File: config.mk
export PLATFORM = sky130hd
export DESIGN_NAME = ir_cmd_decoder
export DESIGN_NICKNAME = d
export VERILOG_FILES = /design/src/rtl/robot_cmd_pkg.sv /design/src/rtl/ir_key_map.sv /design/src/rtl/ir_cmd_decoder.sv
export SDC_FILE = /design/constraint.sdc
export NUM_CORES = 1
export LEC_CHECK = 0
export BUFFER_PORTS_ARGS = -buffer_cell sky130_fd_sc_hd__buf_4
export CAP_MARGIN = 20
export CELL_PAD_IN_SITES_DETAIL_PLACEMENT = 0
export CELL_PAD_IN_SITES_GLOBAL_PLACEMENT = 2
export CORE_MARGIN = 2
export CORE_UTILIZATION = 29
export CTS_BUF_LIST = sky130_fd_sc_hd__clkbuf_16
export DETAILED_ROUTE_END_ITERATION = 10
export HOLD_SLACK_MARGIN = 0.03
export PLACE_DENSITY_LB_ADDON = 0.1
export SYNTH_ARGS = -nofsm -noshare
export SYNTH_HDL_FRONTEND = slang
export SYNTH_SLANG_ARGS = --single-unit
File: constraint.sdc
create_clock -name clk -period 2.5 [get_ports clk]
set_input_delay 0.5 -clock clk [delete_from_list [all_inputs] [get_ports clk]]
set_output_delay 0.5 -clock clk [all_outputs]
set_load 0.02 [all_outputs]
File: src/rtl/robot_cmd_pkg.sv
// Shared drive-command encodings, telemetry status codes and key codes for the IR
// remote path, plus the decoder state type.
package robot_cmd_pkg;

   localparam logic [7:0] CMD_NONE  = 8'h00;
   localparam logic [7:0] CMD_FWD   = 8'h02;
   localparam logic [7:0] CMD_LEFT  = 8'h08;
   localparam logic [7:0] CMD_BRAKE = 8'h10;
   localparam logic [7:0] CMD_RIGHT = 8'h20;
   localparam logic [7:0] CMD_BACK  = 8'h80;

   localparam logic [2:0] STAT_NONE  = 3'b000;
   localparam logic [2:0] STAT_FWD   = 3'b001;
   localparam logic [2:0] STAT_LEFT  = 3'b010;
   localparam logic [2:0] STAT_BRAKE = 3'b011;
   localparam logic [2:0] STAT_RIGHT = 3'b100;
   localparam logic [2:0] STAT_BACK  = 3'b101;

   localparam logic [7:0] KEY_FWD   = 8'h02;
   localparam logic [7:0] KEY_LEFT  = 8'h04;
   localparam logic [7:0] KEY_BRAKE = 8'h05;
   localparam logic [7:0] KEY_RIGHT = 8'h06;
   localparam logic [7:0] KEY_BACK  = 8'h08;

   typedef enum logic {
      ST_IDLE = 1'b0,
      ST_HOLD = 1'b1
   } state_e;

endpackage

File: src/rtl/ir_key_map.sv
// Combinational remote key to {one-hot drive command, telemetry status} lookup.
// Unknown keys map to CMD_NONE / STAT_NONE.
module ir_key_map
   import robot_cmd_pkg::*;
(
   input  logic [7:0] key,
   output logic [7:0] cmd,
   output logic [2:0] motor_stat
);

   always_comb begin
      cmd        = CMD_NONE;
      motor_stat = STAT_NONE;
      case (key)
         KEY_FWD:   begin cmd = CMD_FWD;   motor_stat = STAT_FWD;   end
         KEY_LEFT:  begin cmd = CMD_LEFT;  motor_stat = STAT_LEFT;  end
         KEY_BRAKE: begin cmd = CMD_BRAKE; motor_stat = STAT_BRAKE; end
         KEY_RIGHT: begin cmd = CMD_RIGHT; motor_stat = STAT_RIGHT; end
         KEY_BACK:  begin cmd = CMD_BACK;  motor_stat = STAT_BACK;  end
         default:   begin cmd = CMD_NONE;  motor_stat = STAT_NONE;  end
      endcase
   end

endmodule

File: src/rtl/ir_cmd_decoder.sv
// Validates IR remote frames, holds the mapped drive command for HOLD_MS after the
// last accepted press, and counts rejected frames (saturating).
module ir_cmd_decoder
   import robot_cmd_pkg::*;
#(
   parameter int          CLK_HZ     = 50_000_000,
   parameter int          HOLD_MS    = 150,
   parameter int          CHECK_ADDR = 1,
   parameter logic [15:0] EXP_ADDR   = 16'h6B86
) (
   input  logic        clk,
   input  logic        rst_n,
   input  logic        ir_ready,
   input  logic [31:0] ir_data,
   output logic [7:0]  cmd,
   output logic [2:0]  motor_stat,
   output logic        active,
   output logic        cmd_strobe,
   output logic [7:0]  err_cnt
);

   localparam int HOLD_CYC = CLK_HZ / 1000 * HOLD_MS;
   localparam int TW       = (HOLD_CYC > 1) ? $clog2(HOLD_CYC) : 1;
   localparam logic [TW-1:0] TMR_LOAD = TW'(HOLD_CYC - 1);

   function automatic logic [7:0] sat_inc(input logic [7:0] v);
      return (v == 8'hFF) ? v : v + 8'd1;
   endfunction

   state_e        state_q, state_d;
   logic [TW-1:0] timer_q, timer_d;
   logic [7:0]    cmd_q, cmd_d;
   logic [2:0]    stat_q, stat_d;
   logic          strobe_q, strobe_d;
   logic [7:0]    err_q, err_d;
   logic          rdy_q;

   logic       edge_det, frame_ok, addr_ok, key_mapped;
   logic [7:0] map_cmd;
   logic [2:0] map_stat;

   ir_key_map u_key_map (
      .key        (ir_data[23:16]),
      .cmd        (map_cmd),
      .motor_stat (map_stat)
   );

   always_comb begin
      edge_det   = ir_ready & ~rdy_q;
      addr_ok    = (CHECK_ADDR == 0) || (ir_data[15:0] == EXP_ADDR);
      frame_ok   = (ir_data[31:24] == ~ir_data[23:16]) && addr_ok;
      key_mapped = (map_cmd != CMD_NONE);

      state_d = state_q;
      timer_d = timer_q;
      cmd_d   = cmd_q;
      stat_d  = stat_q;
      err_d   = err_q;

      if (edge_det && !frame_ok)
         err_d = sat_inc(err_q);

      case (state_q)
         ST_IDLE: begin
            if (edge_det && frame_ok && key_mapped) begin
               cmd_d   = map_cmd;
               stat_d  = map_stat;
               timer_d = TMR_LOAD;
               state_d = ST_HOLD;
            end
         end
         ST_HOLD: begin
            if (timer_q != '0)
               timer_d = timer_q - TW'(1);
            // A valid press beats the timeout; a rejected frame does not.
            if (edge_det && frame_ok && key_mapped) begin
               cmd_d   = map_cmd;
               stat_d  = map_stat;
               timer_d = TMR_LOAD;
            end else if ((edge_det && frame_ok) || (timer_q == '0)) begin
               cmd_d   = CMD_NONE;
               stat_d  = STAT_NONE;
               state_d = ST_IDLE;
            end
         end
         default: begin
            cmd_d   = CMD_NONE;
            stat_d  = STAT_NONE;
            state_d = ST_IDLE;
         end
      endcase

      strobe_d = (cmd_d != cmd_q);
   end

   always_ff @(posedge clk or negedge rst_n) begin
      if (!rst_n) begin
         state_q  <= ST_IDLE;
         timer_q  <= '0;
         cmd_q    <= CMD_NONE;
         stat_q   <= STAT_NONE;
         strobe_q <= 1'b0;
         err_q    <= 8'd0;
         rdy_q    <= 1'b0;
      end else begin
         state_q  <= state_d;
         timer_q  <= timer_d;
         cmd_q    <= cmd_d;
         stat_q   <= stat_d;
         strobe_q <= strobe_d;
         err_q    <= err_d;
         rdy_q    <= ir_ready;
      end
   end

   assign cmd        = cmd_q;
   assign motor_stat = stat_q;
   assign active     = (state_q == ST_HOLD);
   assign cmd_strobe = strobe_q;
   assign err_cnt    = err_q;

endmodule

======== Word-level counts from Yosys, hierarchy flattened ========
Cells that the tools add are included.
operators by class
  div/mod/pow operators ................... 0
  shift-type cells ........................ 0
  reduce and logical (&&, ||, !) cells .... 12
  eq/ne operators ......................... 12
  bitwise logic cells ..................... 5
  multiply operators ...................... 0
  add/subtract/negate cells ............... 2
  order comparisons ....................... 0
  multiplexer cells ....................... 18
operators with widths
  operator                                            number
  two-way mux 23 bit                                  3
  case mux 23 bit (2 select lines)                    1
  case mux 8 bit (5 select lines)                     1
  == test 8 x 3 -> 1 bit, second input constant       3
  two-way mux 8 bit                                   3
  logical NOT 23 bit                                  1
  nonzero test 23 bit                                 1
  subtractor 23 x 1 -> 23 bit, second input constant  1
  == test 16 x 15 -> 1 bit, second input constant     1
  case mux 8 bit (2 select lines)                     1
  case mux 3 bit (5 select lines)                     1
  two-way mux 3 bit                                   3
  adder 8 x 1 -> 8 bit, second input constant         1
  == test 8 x 2 -> 1 bit, second input constant       1
  == test 8 x 4 -> 1 bit, second input constant       1
  == test 8 bit                                       1
  == test 8 bit, second input constant                1
  != test 8 bit                                       1
  inverter 8 bit                                      1
  nonzero test 8 bit                                  1
  != test 3 x 1 -> 1 bit, second input constant       2
  case mux 3 bit (2 select lines)                     1
  AND reduction 2 bit                                 3
  logical AND 1 bit                                   4
  other kinds (7)                                     11
word-level totals
  word-level logic and storage cells ...... 56
  bits of input ports ..................... 35
  memory bits (read-only) ................. 0
  bits in writable memories ............... 0
  output and inout port bits .............. 21
  latch bits .............................. 0
  memories ................................ 0
  bits in registers ....................... 45

======== Longest topological paths before layout ========
Gate-level depths: netlist (run 1).
  depth after elaboration ................. 9
  mapped depth ............................ 9

======== By module ========
From an unflattened synthesis (run 1), not the netlist that was laid out.
second synthesis, totals
  cells, all modules ...................... 262
  area total of the unflattened synthesis .. 2683.8 sq um
modules (own cells, without submodules)
  module          area each (sq um)  sequential area each (sq um)  cells each  instances
  ir_cmd_decoder  2536.2             1126.1                        242         1
  ir_key_map      147.6              0.0                           20          1

======== Worst setup path after synthesis (run 1) ========
OpenSTA, ideal clock, no wires.
  kind .................................... input to register
  from .................................... input port ir_data[5]
  to ...................................... register cmd_q[2] (netlist: cmd[2])
  path buffers ............................ 1
  arrival time ............................ 2.394 ns
  stages .................................. 7
  slack ................................... -0.013 ns
  cells stage by stage .................... or4b_2 -> nor4_2 -> nand4_1 -> nor2_2 -> o21ai_1 -> clkbuf_1 -> and2_1
on the way
  cells in the longest elaborated chain, start to end .. 7
ends and longest elaborated chain
  item                               RTL line                                                          RTL
  start: declaration                 ir_cmd_decoder.sv:14                                              input logic [31:0] ir_data,
  == test 16 x 15 -> 1 bit *         ir_cmd_decoder.sv:50                                              addr_ok = (CHECK_ADDR == 0) || (ir_data[15:0] == EXP_ADDR);
  logical AND 1 bit *                ir_cmd_decoder.sv:51                                              frame_ok = (ir_data[31:24] == ~ir_data[23:16]) && addr_ok;
  logical AND 1 bit *                ir_cmd_decoder.sv:65, ir_cmd_decoder.sv:76, ir_cmd_decoder.sv:80
  logical OR 1 bit                   ir_cmd_decoder.sv:80                                              end else if ((edge_det && frame_ok) || (timer_q == '0)) begin
  two-way mux 8 bit                  ir_cmd_decoder.sv:80
  two-way mux 8 bit                  ir_cmd_decoder.sv:76                                              if (edge_det && frame_ok && key_mapped) begin
  case mux 8 bit (2 select lines) *  ir_cmd_decoder.sv:63                                              case (state_q)
  named net cmd_d[2]                 ir_cmd_decoder.sv:32                                              logic [7:0] cmd_q, cmd_d;
  end signal: assignment             ir_cmd_decoder.sv:108                                             cmd_q <= cmd_d;
  end: declaration                   ir_cmd_decoder.sv:32
The timed path passes the listed nets; every way through them passes the cells marked *.
A chain may end at the register's enable or synchronous reset.

======== Worst setup path after layout (run 1) ========
  from .................................... register timer_q[9]
  to ...................................... register timer_q[16]
on the way
  cells in the longest elaborated chain, start to end .. 4
ends and longest elaborated chain
  item                              RTL line               RTL
  start: declaration                ir_cmd_decoder.sv:31   logic [TW-1:0] timer_q, timer_d;
  start signal: assignment          ir_cmd_decoder.sv:107  timer_q <= timer_d;
  subtractor 23 x 1 -> 23 bit       ir_cmd_decoder.sv:74   timer_d = timer_q - TW'(1);
  two-way mux 23 bit                ir_cmd_decoder.sv:73   if (timer_q != '0)
  two-way mux 23 bit                ir_cmd_decoder.sv:76
  case mux 23 bit (2 select lines)  ir_cmd_decoder.sv:63
Several ways; a longest one is shown, not always the timed one. The select of a mux whose other input is x is not followed.

==> results of run 1 <==
[worst min path at each step]
stage	startpoint	slack, ps	end
finish	rst_n	210	timer_q[14]
global route	rst_n	270	timer_q[14]
CTS	rst_n	250	timer_q[15]
detailed placement	motor_stat[2]	480	motor_stat[2]
global placement	motor_stat[2]	470	motor_stat[2]
floorplan	rst_n	200	active
[layout make-up]
type / instances / area (µm²)
clock buffer: 5 / 125
clock inverter: 3 / 12.5
fill: 812 / 4850
inverter: 4 / 15.0
multi-input combinational: 190 / 1260
sequential: 45 / 1130
tap: 105 / 131
timing repair buffer: 78 / 611
[synth_stat cells (3+ instances only)]
| cell | n |
|---|---|
| dfrtp_1 | 45 |
| o21ai_1 | 3 |
| nor3_1 | 8 |
| nor2_1 | 18 |
| xnor2_1 | 28 |
| xor2_1 | 5 |
| a21oi_1 | 7 |
| o21ai_0 | 15 |
| or3_1 | 6 |
| nand2_1 | 32 |
| nor2b_1 | 3 |
| nand4_1 | 7 |
| ha_1 | 3 |
| and3_1 | 3 |
| and2_1 | 4 |
| clkbuf_1 | 5 |
| inv_1 | 4 |
| nor4_1 | 5 |
| nand2b_1 | 4 |
| nand3_1 | 6 |
[through the flow]
stage	worst slack (ps)	cell area [µm²]	std cells	setup TNS (ps)	utilization [%]
finish	58.2	3280	430	0	40.3
CTS	75.5	3260	430	0	40.1
floorplan	21.4	2410	247	0	-
global placement	-115	3120	422	-1090	38.3
global route	-50.7	3280	430	-74.7	40.3
detailed placement	-112	3120	422	-1080	38.3
[per-layer routing]
metal	part of all wire (%)	track usage, %	vias to the layer above
li1	-	-	1018
met3	5.4	3.48	5
met2	48	21.7	60
met1	45	19.4	989
met5	0	0	-
met4	1.2	3.62	0
[power breakdown]
group	leakage, nW	switching [mW]	internal, mW	total [mW]
combinational	0.765	0.147	0.155	0.302
sequential	0.508	0.0575	0.775	0.833
clock	0.0687	0.268	0.362	0.629
total	1.34	0.472	1.29	1.76
[placed cells by master, fill, tap and decap left out, types with 5 or more instances in the layout]
cell type and instances:
xnor2_1 28, nor4_1 5, a21oi_1 6, nand2_1 32
nand4_1 7, xor2_1 5, clkbuf_16 5, buf_4 76
nor3_1 7, or3_1 5, dfrtp_1 45, nand3_1 6
nor2_1 18, o21ai_0 15
[state kept, by name (all words and copies together) (netlist names)]
signal and flops:
timer_q 23, rdy_q 1, cmd_strobe 1, err_cnt 8
cmd 8, motor_stat 3, active 1
[kinds of logic after synthesis]
logic type / after synthesis / share of synthesized area (%)
AO/OA/AOI/OAI: 33 / 7.84
XOR/XNOR: 33 / 12.0
adder cells (fa/ha/maj): 3 / 1.56
buffers and inverters: 12 / 2.29
flip-flops: 45 / 46.8
multiplexers: 3 / 1.35
AND/OR/NAND/NOR: 118 / 28.2
[what timing repair did]
item | CTS | global route
pin swaps | 0 | 1
hold endpoints to repair | 0 | 0
endpoints found under the setup margin | 3 | 18
gates resized for setup | 1 | 4
cloned | 0 | 0
==> key figures, run 1 <==
Run status
  – Outcome: finished, final reports clean

Clock tree
  – TritonCTS clock tree: done
  – Clock Pin Slew Worst Setup and Hold Paths: 70 ps
  – CTS Root Cell: clkbuf_16
  – Number of buffers created by CTS: 5
  – Clock Sinks: 45
  – CTS max path bufs: 2
  – Clock latency on the worst-skew pair: about 280 ps
  – H-tree lvl count: 2
  – Cts hold-fix bufs: 0
  – Setup bufs post-CTS: 0

Timing
  – Clk_skew: around 7 ps
  – Slew @ Worst Pin: a little over 600 ps
  – Slew headroom: 59.0%
  – Achievable Freq: 0.410 GHz
  – Final setup fails: 0
  – Final Hold Viols: 0
  – Final min period: approximately 2400 ps
  – Max-slew violations: 0
  – Fin crit share: 97.7%
  – Min Hold Slack: approximately 210 ps
  – RSZ-0062 raised after global routing: true

Pwr
  – Peak supply drop: about 0.24 mV
  – PwrDens: ~540 mW/mm²
  – Design Power: roughly 1.8 mW
  – LEAKAGE: roughly 1.3 nW

Worst setup path
  – WP data required: 2720 ps
  – Reg2Reg Setup Slack: between 50 and 60 ps
  – Top cell by count, worst path: or3_4
  – CP bufs+invs: 0
  – Worst path arrival time: approximately 2700 ps
  – Worst-path cell chain: or4_4, nand2b_4, or3_4, or3_4, or3_1, a21oi_2
  – RR Startpoint: timer_q[9]
  – Crit path launch: timer_q[9]
  – Worst Setup EP: timer_q[16]
  – Max stage delay cell, worst path: or4_4
  – Largest stage delay on the critical path: around 560 ps
  – Max FO, Critical Path: 7
  – Reg2Reg Depth: 6
  – WP depth: 6
  – CP endpoint kind: register
  – Reg-to-reg critical path endpoint: timer_q[16]
  – Crit path max-delay family: simple AND/OR/NAND/NOR gates
  – Crit Path Category: register to register
  – CP Launch Type: register

Synthesis
  – Top cells by area, synth: dfrtp_1 47%, xnor2_1 10%, nand2_1 5.0%
  – Seq/Total Area, Yosys: between 40% and 50%
  – Synth Flop Type: dfrtp_1
  – Synth top area share: roughly 47%
  – Number of synthesized register bits: 45
  – Syn Area/Cell: slightly below 10 µm²
  – Count of flip-flops with a built-in enable after synthesis: 0
  – Post-Syn Nets: ~290
  – Ys async rst share: 100%
  – Ys Warns: 0
  – Synth area leader: dfrtp_1
  – Post-synthesis cell count: approximately 250
  – Area of the mapped netlist: around 0.0024 mm²
  – Yosys cell types: 48

Route
  – Detailed-route DRC error count: 0
  – Total number of vias: between 2,000 and 2,500
  – Via-to-Cell Ratio: 4.82
  – DR WL/cell: between 10 and 15 µm
  – Initial DRC count: 56
  – Post-DRT Antenna Nets: 0
  – Drt total wl: 5.82 mm
  – DRT Pass-1 Iters: 4

Floorplan
  – Rows: 33
  – Initial Util: between 20% and 30%
  – Die ar.: 0.00905 mm²
  – IO Pins: 56
  – Core Footprint: between 0.008 and 0.009 mm²
  – Die H: roughly 95 µm
  – Die Span X: between 90 and 100 µm

Global routing
  – Initial antenna violation count: 0
  – First-pass GRT wire length: about 10 mm
  – GRT overflow: 0
  – Vias in the first global route: 2,045
  – Global-route usage over all layers: around 14%
  – Largest net degree at the start of global routing: 46

Cells and area
  – Layout cells sized above 1: 31.7%
  – Ant. Diodes: 0
  – Nets: 362
  – Area delta synth->final: 36.3%

Run
  – Max_cap viols: 0

Placement
  – Port bufs: 55
  – Routability Congestion: roughly 0.73
  – HPWL Detailed: ~4.3 mm

Worst hold path
  – Worst min-delay path class: primary input to asynchronous set/reset pin
Note: power is estimated with default switching activity, not from simulation.
==> run 2: changes to the inputs <==
- ABC_AREA: unset -> 1
- CORE_UTILIZATION: 29 -> 28
==> key figures, run 2 <==
Timing
  – Achievable Freq: 0.480 GHz (+17%)
  – Fin crit share: 83.3% (-14 points)
  – Slew @ Worst Pin: 596 ps (-13.0 ps)
  – Clk_skew: 5.11 ps (-2.10 ps)
  – RSZ-0062 raised after global routing: false
  – Final setup fails: 0 (unchanged)
  – Final min period: 2080 ps (-360 ps)
  – Slew headroom: 60.3% (+1.2 points)
  – Final Hold Viols: 0 (unchanged)
  – Setup TNS Final: 0 ps (unchanged)
  – Max-slew violations: 0 (unchanged)

Pwr
  – PwrDens: 485 mW/mm² (-9.8%)
  – Design Power: 1.89 mW (+7.2%)
  – LEAKAGE: 1.92 nW (+43%)
  – Peak supply drop: 0.473 mV (+94%)

Global routing
  – First-pass GRT wire length: 15.5 mm (+56%)
  – Global-route usage over all layers: 15.3% (+1.3 points)
  – Largest net degree at the start of global routing: 46 (unchanged)
  – Vias in the first global route: 3,133 (+53%)
  – Initial antenna violation count: 0 (unchanged)
  – GRT overflow: 0 (unchanged)

Clock tree
  – CTS max path bufs: 2 (unchanged)
  – Number of buffers created by CTS: 5 (unchanged)
  – H-tree lvl count: 2 (unchanged)
  – Clock latency on the worst-skew pair: 290 ps (about the same)
  – Clock Pin Slew Worst Setup and Hold Paths: 70 ps (about the same)
  – TritonCTS clock tree: done
  – CTS Root Cell: clkbuf_16
  – Post-CTS Resized: 0 (-1)
  – Setup bufs post-CTS: 0 (unchanged)
  – Clock Sinks: 45 (unchanged)
  – Cts hold-fix bufs: 0 (unchanged)

Synthesis
  – Post-Syn Nets: 513 (+80%)
  – Post-synth top cells: 118 x nand2_1, 78 x nor2_1, 66 x inv_1, 45 x dfrtp_1, 35 x nand3_1
  – Number of synthesized register bits: 45 (unchanged)
  – Ys Warns: 0 (unchanged)
  – Seq/Total Area, Yosys: 35.4% (-11 points)
  – Count of flip-flops with a built-in enable after synthesis: 0 (unchanged)
  – Yosys cell types: 31 (-35%)
  – Area of the mapped netlist: 0.00318 mm² (+32%)
  – Synth Flop Type: dfrtp_1
  – Syn Area/Cell: 6.70 µm² (-31%)
  – Ys async rst share: 100% (unchanged)
  – Top-count cell post-synth: nand2_1
  – Synth top area share: 35.4% (-11 points)
  – Top cells by area, synth: dfrtp_1 35%, nand2_1 14%, nor2_1 9.2%
  – Synth area leader: dfrtp_1
  – Post-synthesis cell count: 475 (+92%)

Floorplan
  – Core Footprint: 0.0110 mm² (+35%)
  – Die ar.: 0.0122 mm² (+35%)
  – IO Pins: 56 (unchanged)
  – Die Span X: 111 µm (+16%)
  – Initial Util: 29.0% (-0.62 points)
  – Rows: 38 (+15%)
  – Die H: 111 µm (+16%)

Route
  – Post-DRT Antenna Nets: 0 (unchanged)
  – Total number of vias: 3,015 (+46%)
  – Via-to-Cell Ratio: 4.46 (-7.4%)
  – DR WL/cell: 13.0 µm (-4.1%)
  – Initial DRC count: 148 (+160%)
  – Drt total wl: 8.78 mm (+51%)
  – Detailed-route DRC error count: 0 (unchanged)
  – DRT Pass-1 Iters: 4 (unchanged)

Cells and area
  – Non-filler instance count after layout: 676 (+57%)
  – Sequential Area: 0.00113 mm² (unchanged)
  – Area delta synth->final: 22.4%
  – Ant. Diodes: 0 (unchanged)
  – Nets: 573 (+58%)
  – Finished Core Util: 35.5% (-4.8 points)
  – Area of the multi-input gates: 0.00173 mm² (+37%)
  – Most frequent cells in the layout: 118 x nand2_1, 78 x nor2_1, 66 x inv_1
  – Number of fillers in the final layout: 1,196 (+47%)
  – Number of flip-flops in the largest register: 23 (unchanged)
  – Design area: 0.00390 mm² (+19%)
  – Layout cells sized above 1: 20.3% (-11 points)
  – Biggest register: timer_q
  – Commonest non-fill, non-tap cell in the layout: nand2_1

Worst hold path
  – Worst min-delay path class: primary input to asynchronous set/reset pin

Worst setup path
  – CP Launch Type: register
  – Max FO, Critical Path: 6 (-1)
  – Worst path arrival time: 2250 ps (-410 ps)
  – WP data required: 2670 ps (-50 ps)
  – Reg2Reg Setup Slack: 420 ps (+360 ps)
  – Crit Path Category: register to register
  – CP endpoint kind: register

Placement
  – HPWL Detailed: 7.07 mm (+64%)
  – DP Area: 0.00375 mm² (+20%)
  – Placed cells: 668 (+58%)
  – Port bufs: 55 (unchanged)
  – Routability Congestion: 0.783 (+7.5%)

Run status
  – Outcome: finished, final reports clean

Run
  – Max_cap viols: 0 (unchanged)
[run 2: cell types whose count changed in the layout (fill, tap and decap cells not counted), moves of 5 or more]
cell / change
buf_4: -18
inv_1: +62
inv_2: +9
nand2_1: +86
nand2_2: +11
nand3_1: +29
nand3b_1: +6
nor2_1: +60
nor2_2: +12
or3_1: -5
xnor2_1: -24
[run 2: kinds of logic (layout without fill, tap and decap cells)]
kind of cell,after synthesis,after routing,synth area share [%]
and+or+nand+nor,297,297,43.3
buffers and inverters,80,141,10.2
DFF,45,45,35.4
AOI/OAI and AO/OA,36,36,6.01
xor gates and xnor gates,13,13,3.58
adders and majority gates,3,3,1.18
muxes,1,1,0.354
[run 2: area by class of cell]
cell class	instances	share of cell area, %
multi-input cells	350	44.5
clock inverters	3	0.546
inverters	75	7.22
flip-flops and latches	45	28.9
clock buffers	5	3.21
repair buffers	58	11.2
well taps	140	4.49
[run 2: final timing paths]
path / from / endpoint / cells after the start
worst max-delay path: timer_q[0] / timer_q[14] / 9
worst min-delay path: rst_n / timer_q[17] / 1
worst max register to register: timer_q[0] / timer_q[14] / 9
worst min register to register: err_cnt[5] / err_cnt[5] / 1
max in group asynchronous: rst_n / active / 1
min in group clk: ir_ready / rdy_q / 1
[run 2: stage by stage]
step                hold slack [ps]  setup slack [ps]
floorplan                       204               701
global placement                484               240
detailed placement              488               187
CTS                             250               429
global route                    271               213
finish                          216               419
[run 2: critical path: stages, from the launching register on]
cell,delay [ps]
dfrtp_1,380
inv_1,160
ha_1,200
inv_1,100
nor2_1,110
inv_1,80
nor4_1,440
nand4_1,270
o21ai_1,170
nand2_1,60
[run 2: report_power, final]
group | switching [mW] | total, mW | internal, mW
Combinational | 0.203 | 0.368 | 0.165
Clock | 0.312 | 0.686 | 0.374
Sequential | 0.0596 | 0.838 | 0.778
Total | 0.575 | 1.89 | 1.32
[run 2: metal layers]
layer  track usage [%]  routed length, µm  share of wire, %
met2              24.6               3870                44
met3              2.85                377               4.3
met5                 0                  0                 0
met1              21.6               4480                51
met4              2.58                 46              0.52
